## config.mk

```make
export PLATFORM = sky130hd
export DESIGN_NAME = single_cycle_cpu_flat
export DESIGN_NICKNAME = d
export VERILOG_FILES = /design/src/rtl/single_cycle_cpu_if.sv /design/src/rtl/single_cycle_cpu.sv /design/src/flat_wrapper.sv
export SDC_FILE = /design/constraint.sdc
export NUM_CORES = 1
export LEC_CHECK = 0
export BUFFER_PORTS_ARGS = -buffer_cell sky130_fd_sc_hd__clkbuf_2
export CORE_MARGIN = 3
export CORE_UTILIZATION = 45
export CTS_CLUSTER_DIAMETER = 60
export DETAILED_ROUTE_END_ITERATION = 8
export PLACE_DENSITY = 0.85
export SYNTH_ARGS = -nofsm -noshare
export SYNTH_HDL_FRONTEND = slang
export SYNTH_SLANG_ARGS = --single-unit
```

## constraint.sdc

```tcl
create_clock -name CLK -period 2.15 [get_ports CLK]
set_clock_uncertainty 0.05 [all_clocks]
set_input_delay 0.43 -clock CLK [delete_from_list [all_inputs] [get_ports CLK]]
set_output_delay 0.43 -clock CLK [all_outputs]
set_load 0.1 [all_outputs]
```

## src/rtl/single_cycle_cpu_if.sv

```systemverilog
// Debug bus of the single-cycle CPU: current PC, instruction word
// and ALU result.
interface single_cycle_cpu_if;
   logic [31:0] PC;
   logic [31:0] INST;
   logic [31:0] R;

   modport master (output PC, INST, R);
   modport slave  (input  PC, INST, R);
endinterface

```

## src/rtl/single_cycle_cpu.sv

```systemverilog
// Single-cycle MIPS-subset CPU: fetch, decode, execute and retire
// one instruction per clock. The ROM image is supplied as an array parameter.
module single_cycle_cpu #(
   parameter int          MEM_WORDS = 64,
   parameter logic [31:0] IMEM_INIT [MEM_WORDS] = '{default: 32'h0}
) (
   input  logic               CLK,
   input  logic               RST_N,
   single_cycle_cpu_if.master dbg
);
   localparam int AW = $clog2(MEM_WORDS);

   localparam logic [5:0] OP_R    = 6'h00;
   localparam logic [5:0] OP_ADDI = 6'h08;
   localparam logic [5:0] OP_LW   = 6'h23;
   localparam logic [5:0] OP_SW   = 6'h2B;
   localparam logic [5:0] OP_BEQ  = 6'h04;
   localparam logic [5:0] OP_J    = 6'h02;

   localparam logic [5:0] F_ADD = 6'h20;
   localparam logic [5:0] F_SUB = 6'h22;
   localparam logic [5:0] F_AND = 6'h24;
   localparam logic [5:0] F_OR  = 6'h25;
   localparam logic [5:0] F_SLT = 6'h2A;

   logic [31:0] pc;
   logic [31:0] inst;
   logic [31:0] regs [32];
   logic [31:0] ram  [MEM_WORDS];

   logic [5:0]  op;
   logic [5:0]  funct;
   logic [4:0]  rs;
   logic [4:0]  rt;
   logic [4:0]  rd;
   logic [31:0] simm;
   logic [31:0] rs_val;
   logic [31:0] rt_val;

   logic [31:0] pc_inc;
   logic [31:0] br_tgt;
   logic [31:0] j_tgt;
   logic [31:0] next_pc;
   logic [31:0] alu_r;
   logic [31:0] rd_mem;
   logic [31:0] wdata;
   logic [4:0]  wsel;
   logic        reg_we;
   logic        mem_we;
   logic [AW-1:0] maddr;

   logic is_r;
   logic is_add;
   logic is_sub;
   logic is_and;
   logic is_or;
   logic is_slt;
   logic is_addi;
   logic is_lw;
   logic is_sw;
   logic is_beq;
   logic is_j;

   assign inst  = IMEM_INIT[pc[AW+1:2]];
   assign op    = inst[31:26];
   assign rs    = inst[25:21];
   assign rt    = inst[20:16];
   assign rd    = inst[15:11];
   assign funct = inst[5:0];
   assign simm  = {{16{inst[15]}}, inst[15:0]};

   assign rs_val = regs[rs];
   assign rt_val = regs[rt];

   assign is_r    = (op == OP_R);
   assign is_add  = is_r && (funct == F_ADD);
   assign is_sub  = is_r && (funct == F_SUB);
   assign is_and  = is_r && (funct == F_AND);
   assign is_or   = is_r && (funct == F_OR);
   assign is_slt  = is_r && (funct == F_SLT);
   assign is_addi = (op == OP_ADDI);
   assign is_lw   = (op == OP_LW);
   assign is_sw   = (op == OP_SW);
   assign is_beq  = (op == OP_BEQ);
   assign is_j    = (op == OP_J);

   assign pc_inc = pc + 32'd4;
   assign br_tgt = pc_inc + {simm[29:0], 2'b00};
   assign j_tgt  = {pc_inc[31:28], inst[25:0], 2'b00};

   always_comb begin
      alu_r   = '0;
      reg_we  = 1'b0;
      mem_we  = 1'b0;
      wsel    = rd;
      next_pc = pc_inc;
      unique case (1'b1)
         is_add: begin
            alu_r  = rs_val + rt_val;
            reg_we = 1'b1;
         end
         is_sub: begin
            alu_r  = rs_val - rt_val;
            reg_we = 1'b1;
         end
         is_and: begin
            alu_r  = rs_val & rt_val;
            reg_we = 1'b1;
         end
         is_or: begin
            alu_r  = rs_val | rt_val;
            reg_we = 1'b1;
         end
         is_slt: begin
            alu_r  = {31'b0, $signed(rs_val) < $signed(rt_val)};
            reg_we = 1'b1;
         end
         is_addi, is_lw: begin
            alu_r  = rs_val + simm;
            reg_we = 1'b1;
            wsel   = rt;
         end
         is_sw: begin
            alu_r  = rs_val + simm;
            mem_we = 1'b1;
         end
         is_beq: begin
            alu_r = rs_val - rt_val;
            if (alu_r == 32'd0)
               next_pc = br_tgt;
         end
         is_j: next_pc = j_tgt;
         default: ;
      endcase
   end

   // Data RAM address and write-back mux sit outside the decoder to keep
   // the ALU->RAM->regfile path free of a combinational self-loop.
   assign maddr  = alu_r[AW+1:2];
   assign rd_mem = ram[maddr];
   assign wdata  = is_lw ? rd_mem : alu_r;

   always_ff @(posedge CLK or negedge RST_N) begin
      if (!RST_N) begin
         pc <= '0;
         for (int i = 0; i < 32; i++)
            regs[i] <= '0;
      end else begin
         pc <= next_pc;
         if (reg_we && (wsel != 5'd0))
            regs[wsel] <= wdata;
      end
   end

   always_ff @(posedge CLK or negedge RST_N) begin
      if (!RST_N) begin
         for (int i = 0; i < MEM_WORDS; i++)
            ram[i] <= '0;
      end else if (mem_we) begin
         ram[maddr] <= rt_val;
      end
   end

   assign dbg.PC   = pc;
   assign dbg.INST = inst;
   assign dbg.R    = alu_r;
endmodule

```

## src/flat_wrapper.sv

```systemverilog
// flat-port wrapper written by rule: the top's interface ports become plain ports
module single_cycle_cpu_flat 
#(
   parameter int          MEM_WORDS = 64,
   parameter logic [31:0] IMEM_INIT [MEM_WORDS] = '{default: 32'h0}
)
  (CLK, RST_N, dbg_PC, dbg_INST, dbg_R);
  single_cycle_cpu_if dbg_i ();
  input  logic CLK;
  input  logic RST_N;
  output wire logic [$bits(dbg_i.PC)-1:0] dbg_PC;
  output wire logic [$bits(dbg_i.INST)-1:0] dbg_INST;
  output wire logic [$bits(dbg_i.R)-1:0] dbg_R;
  assign dbg_PC = dbg_i.PC;
  assign dbg_INST = dbg_i.INST;
  assign dbg_R = dbg_i.R;
  single_cycle_cpu #(.MEM_WORDS(MEM_WORDS), .IMEM_INIT(IMEM_INIT)) u_core (.CLK(CLK), .RST_N(RST_N), .dbg(dbg_i));
endmodule
```

==> impl_metrics.env <==
export IMPL_initial_core_util_pct=48.4
export IMPL_crit_chain="ha_1 -> nand3_1 -> nor4_4 -> nand4_1 -> xnor2_1"
export IMPL_fillers=365
export IMPL_synth_area_leaders="dfrtp_1 (41%), buf_4 (27%), xnor2_1 (10%)"
export IMPL_ant_nets=0
export IMPL_drc=0
export IMPL_worst_skew_pair_late_latency_ns=0.28
export IMPL_drv_slew=0
export IMPL_p_comb_share_pct=34.1
export IMPL_place_ws_ns=0.410
export IMPL_largest_reg_flops=30
export IMPL_cts_clk_slew_worst_paths_ns=0.06
export IMPL_r2r_start="u_core.dbg.PC[2]"
export IMPL_r2r_end="u_core.dbg.PC[28]"
export IMPL_path_delay_family="simple AND/OR/NAND/NOR gates"
export IMPL_die_x_um=69.7
export IMPL_critPathArrivalTime_ns=1.86
export IMPL_period_minus_slack_ns=1.75
export IMPL_fin_nets=213
export IMPL_r2r_slack_ns=0.40
export IMPL_syn2layout_area_growth_pct=3.36
export IMPL_setup_violations=0
export IMPL_fin_ws_ns=0.398
export IMPL_cts_hold_buf=0
export IMPL_slowest_delay_ns=0.42
export IMPL_cts_root_buf="clkbuf_8"
export IMPL_grt_pass1_vias=904
export IMPL_maxCapViolCount=0
export IMPL_yosysTopAreaCellShare_pct=41.1
export IMPL_wl_um=2860
export IMPL_firstDrtPassIters=2
export IMPL_cp_endpoint="u_core.dbg.PC[28]"
export IMPL_syn_area_per_cell_um2=10.6
export IMPL_finalHoldViolCount=0
export IMPL_status="finished clean"
export IMPL_cts_buffers=5
export IMPL_synthCells=173
export IMPL_ir_drop_v=0.000305
export IMPL_synthesis_area_mm2=0.00183
export IMPL_die_h_um=69.7
export IMPL_grtUsageTotal_pct=11.8
export IMPL_fp_dieArea_mm2=0.00486
export IMPL_grt_antenna_before_repair=0
export IMPL_cts_sinks=30
export IMPL_postCtsSetupBuffers=0
export IMPL_ff2ff_path_depth=5
export IMPL_synthMuxAreaShare_pct=0
export IMPL_htreeDepth=2
export IMPL_startpoint="u_core.dbg.PC[2]"
export IMPL_ys_warn_count=0
export IMPL_synth_adder_area_share_pct=0.685
export IMPL_grt_pass1_wl_um=4410
export IMPL_grt_overflow_total=0
export IMPL_port_buffers=31
export IMPL_fin_setup_tns_ns=0
export IMPL_synth_compound_area_share_pct=0
export IMPL_place_congestion=0.824
export IMPL_p_sw_share_pct=47.0
export IMPL_rows=22
export IMPL_finalCritPeriodShare_pct=81.5
export IMPL_p_clk_share_pct=28.2
export IMPL_p_leak_nw=1.03
export IMPL_synth_xor_area_share_pct=13.4
export IMPL_slew_limit_headroom_pct=52.3
export IMPL_ys_ff_latch=30
export IMPL_worst_path_max_delay_cell="dfrtp_2"
export IMPL_cp_required_ns=2.26
export IMPL_crit_fanout=6
export IMPL_ios=98
export IMPL_synth_top_family_by_area="buffers and inverters"
export IMPL_postCtsResizedCells=0
export IMPL_cts_tree="yes"
export IMPL_worst_pin_slew_ns=0.716
export IMPL_vias_per_cell=4.17
export IMPL_intPower_w=0.000794
export IMPL_setup_worst_path_start_class="flip-flop"
export IMPL_n_antenna_cell=0
export IMPL_wl_per_cell_um=11.1
export IMPL_hpwl_um=2250
export IMPL_path_buf_inv=0
export IMPL_rsz0062_at_grt="no"
export IMPL_end_kind="flip-flop"
export IMPL_drt_iter0_markers=61
export IMPL_path_class="flip-flop to flip-flop"
export IMPL_final_layout_size_suffix_gt1_share_pct=26.5
export IMPL_core_mm2=0.00377
export IMPL_seq_area_frac_synth_pct=41.1
export IMPL_via_count=1080
export IMPL_clock_path_buffers=2
export IMPL_power_switching_w=0.000704
export IMPL_yosysTopAreaCell="dfrtp_1"
export IMPL_p_seq_share_pct=37.7
export IMPL_grt_max_degree=31
export IMPL_path_depth=5
export IMPL_min_path_type="input port to async pin"
export IMPL_p_per_area_mw_per_mm2=794
export IMPL_max_clock_freq_ghz=0.571
export IMPL_yosys_cell_types_count=17
export IMPL_synthSimpleGateAreaFrac_pct=17.0
[metal layers]
| metal | part of all wire (%) | GRT usage (%) | up-vias |
|---|---|---|---|
| met5 | 0 | 0 | - |
| met4 | 1.9 | 5.74 | 0 |
| met3 | 11 | 6.38 | 6 |
| met2 | 49 | 17.8 | 55 |
| met1 | 39 | 13.7 | 511 |
| li1 | - | - | 508 |
[placed cells by master, fill, tap and decap left out]
cell      count
ha_1          1
nor4_4        2
and3_1        2
clkbuf_8      5
nor3_1        3
conb_1       66
xor2_1        7
and4_1        1
nand4_4       3
nor3_2        1
nand4_1       9
clkbuf_1      3
dfrtp_1      16
nor2_1        5
dfrtp_2      14
xnor2_1      21
nand3_1       9
nand2_1      10
clkbuf_2     31
inv_1         2
[area by class of cell]
class	instances	area, um^2	share of cell area, %
Timing Repair Buffer	31	155	8.22
Sequential cell	30	768	40.7
Clock buffer	8	80.1	4.24
Tap cell	48	60.1	3.18
Multi-Input combinational cell	140	816	43.2
Inverter	2	7.51	0.398
[worst min-delay path by stage]
stage,slack (ns),to,from
6_report,0.14,u_core.dbg.PC[10],RST_N
5_1_grt,0.19,u_core.dbg.PC[9],RST_N
4_1_cts,0.16,u_core.dbg.PC[18],RST_N
3_5_place_dp,0.43,u_core.dbg.PC[2],u_core.dbg.PC[2]
3_3_place_gp,0.41,u_core.dbg.PC[2],u_core.dbg.PC[2]
2_1_floorplan,0.08,u_core.dbg.PC[10],RST_N
[power by group through the flow]
stage	clock, W	sequential, W	combinational (W)
CTS	0.000439	0.000565	0.000509
global route	0.000468	0.000564	0.000519
finish	0.000422	0.000565	0.000511
floorplan	0	0.000575	0.000592
global placement	0	0.000575	0.000509
detailed placement	0	0.000575	0.000509
[cells in the mapped netlist (all sizes together)]
cell and instances:
and3 2, and4 1, buf 66, conb 1, dfrtp 30, ha 1, inv 2, nand2 10
nand3 9, nand4 12, nor2 5, nor3 4, nor4 2, xnor2 21, xor2 7
[cell families (layout without fill, tap and decap cells)]
| logic type | count (synthesis) | in the layout |
|---|---|---|
| buf+inv | 68 | 41 |
| simple gates | 45 | 45 |
| flops | 30 | 30 |
| xor+xnor | 28 | 28 |
| fa+ha+maj | 1 | 1 |
| other cells | 1 | 66 |
[through the flow]
stage               instance area [um^2]  total power (W)  utilization, %  hold WS, ns  instances
global route                        1890          0.00155            50.0        0.190        259
floorplan                           2090          0.00117               -       0.0844        238
global placement                    1810          0.00108            47.9        0.413        251
detailed placement                  1810          0.00108            47.9        0.428        251
finish                              1890          0.00150            50.0        0.141        259
CTS                                 1890          0.00151            50.0        0.164        259
Power figures use the tool's default switching activity.
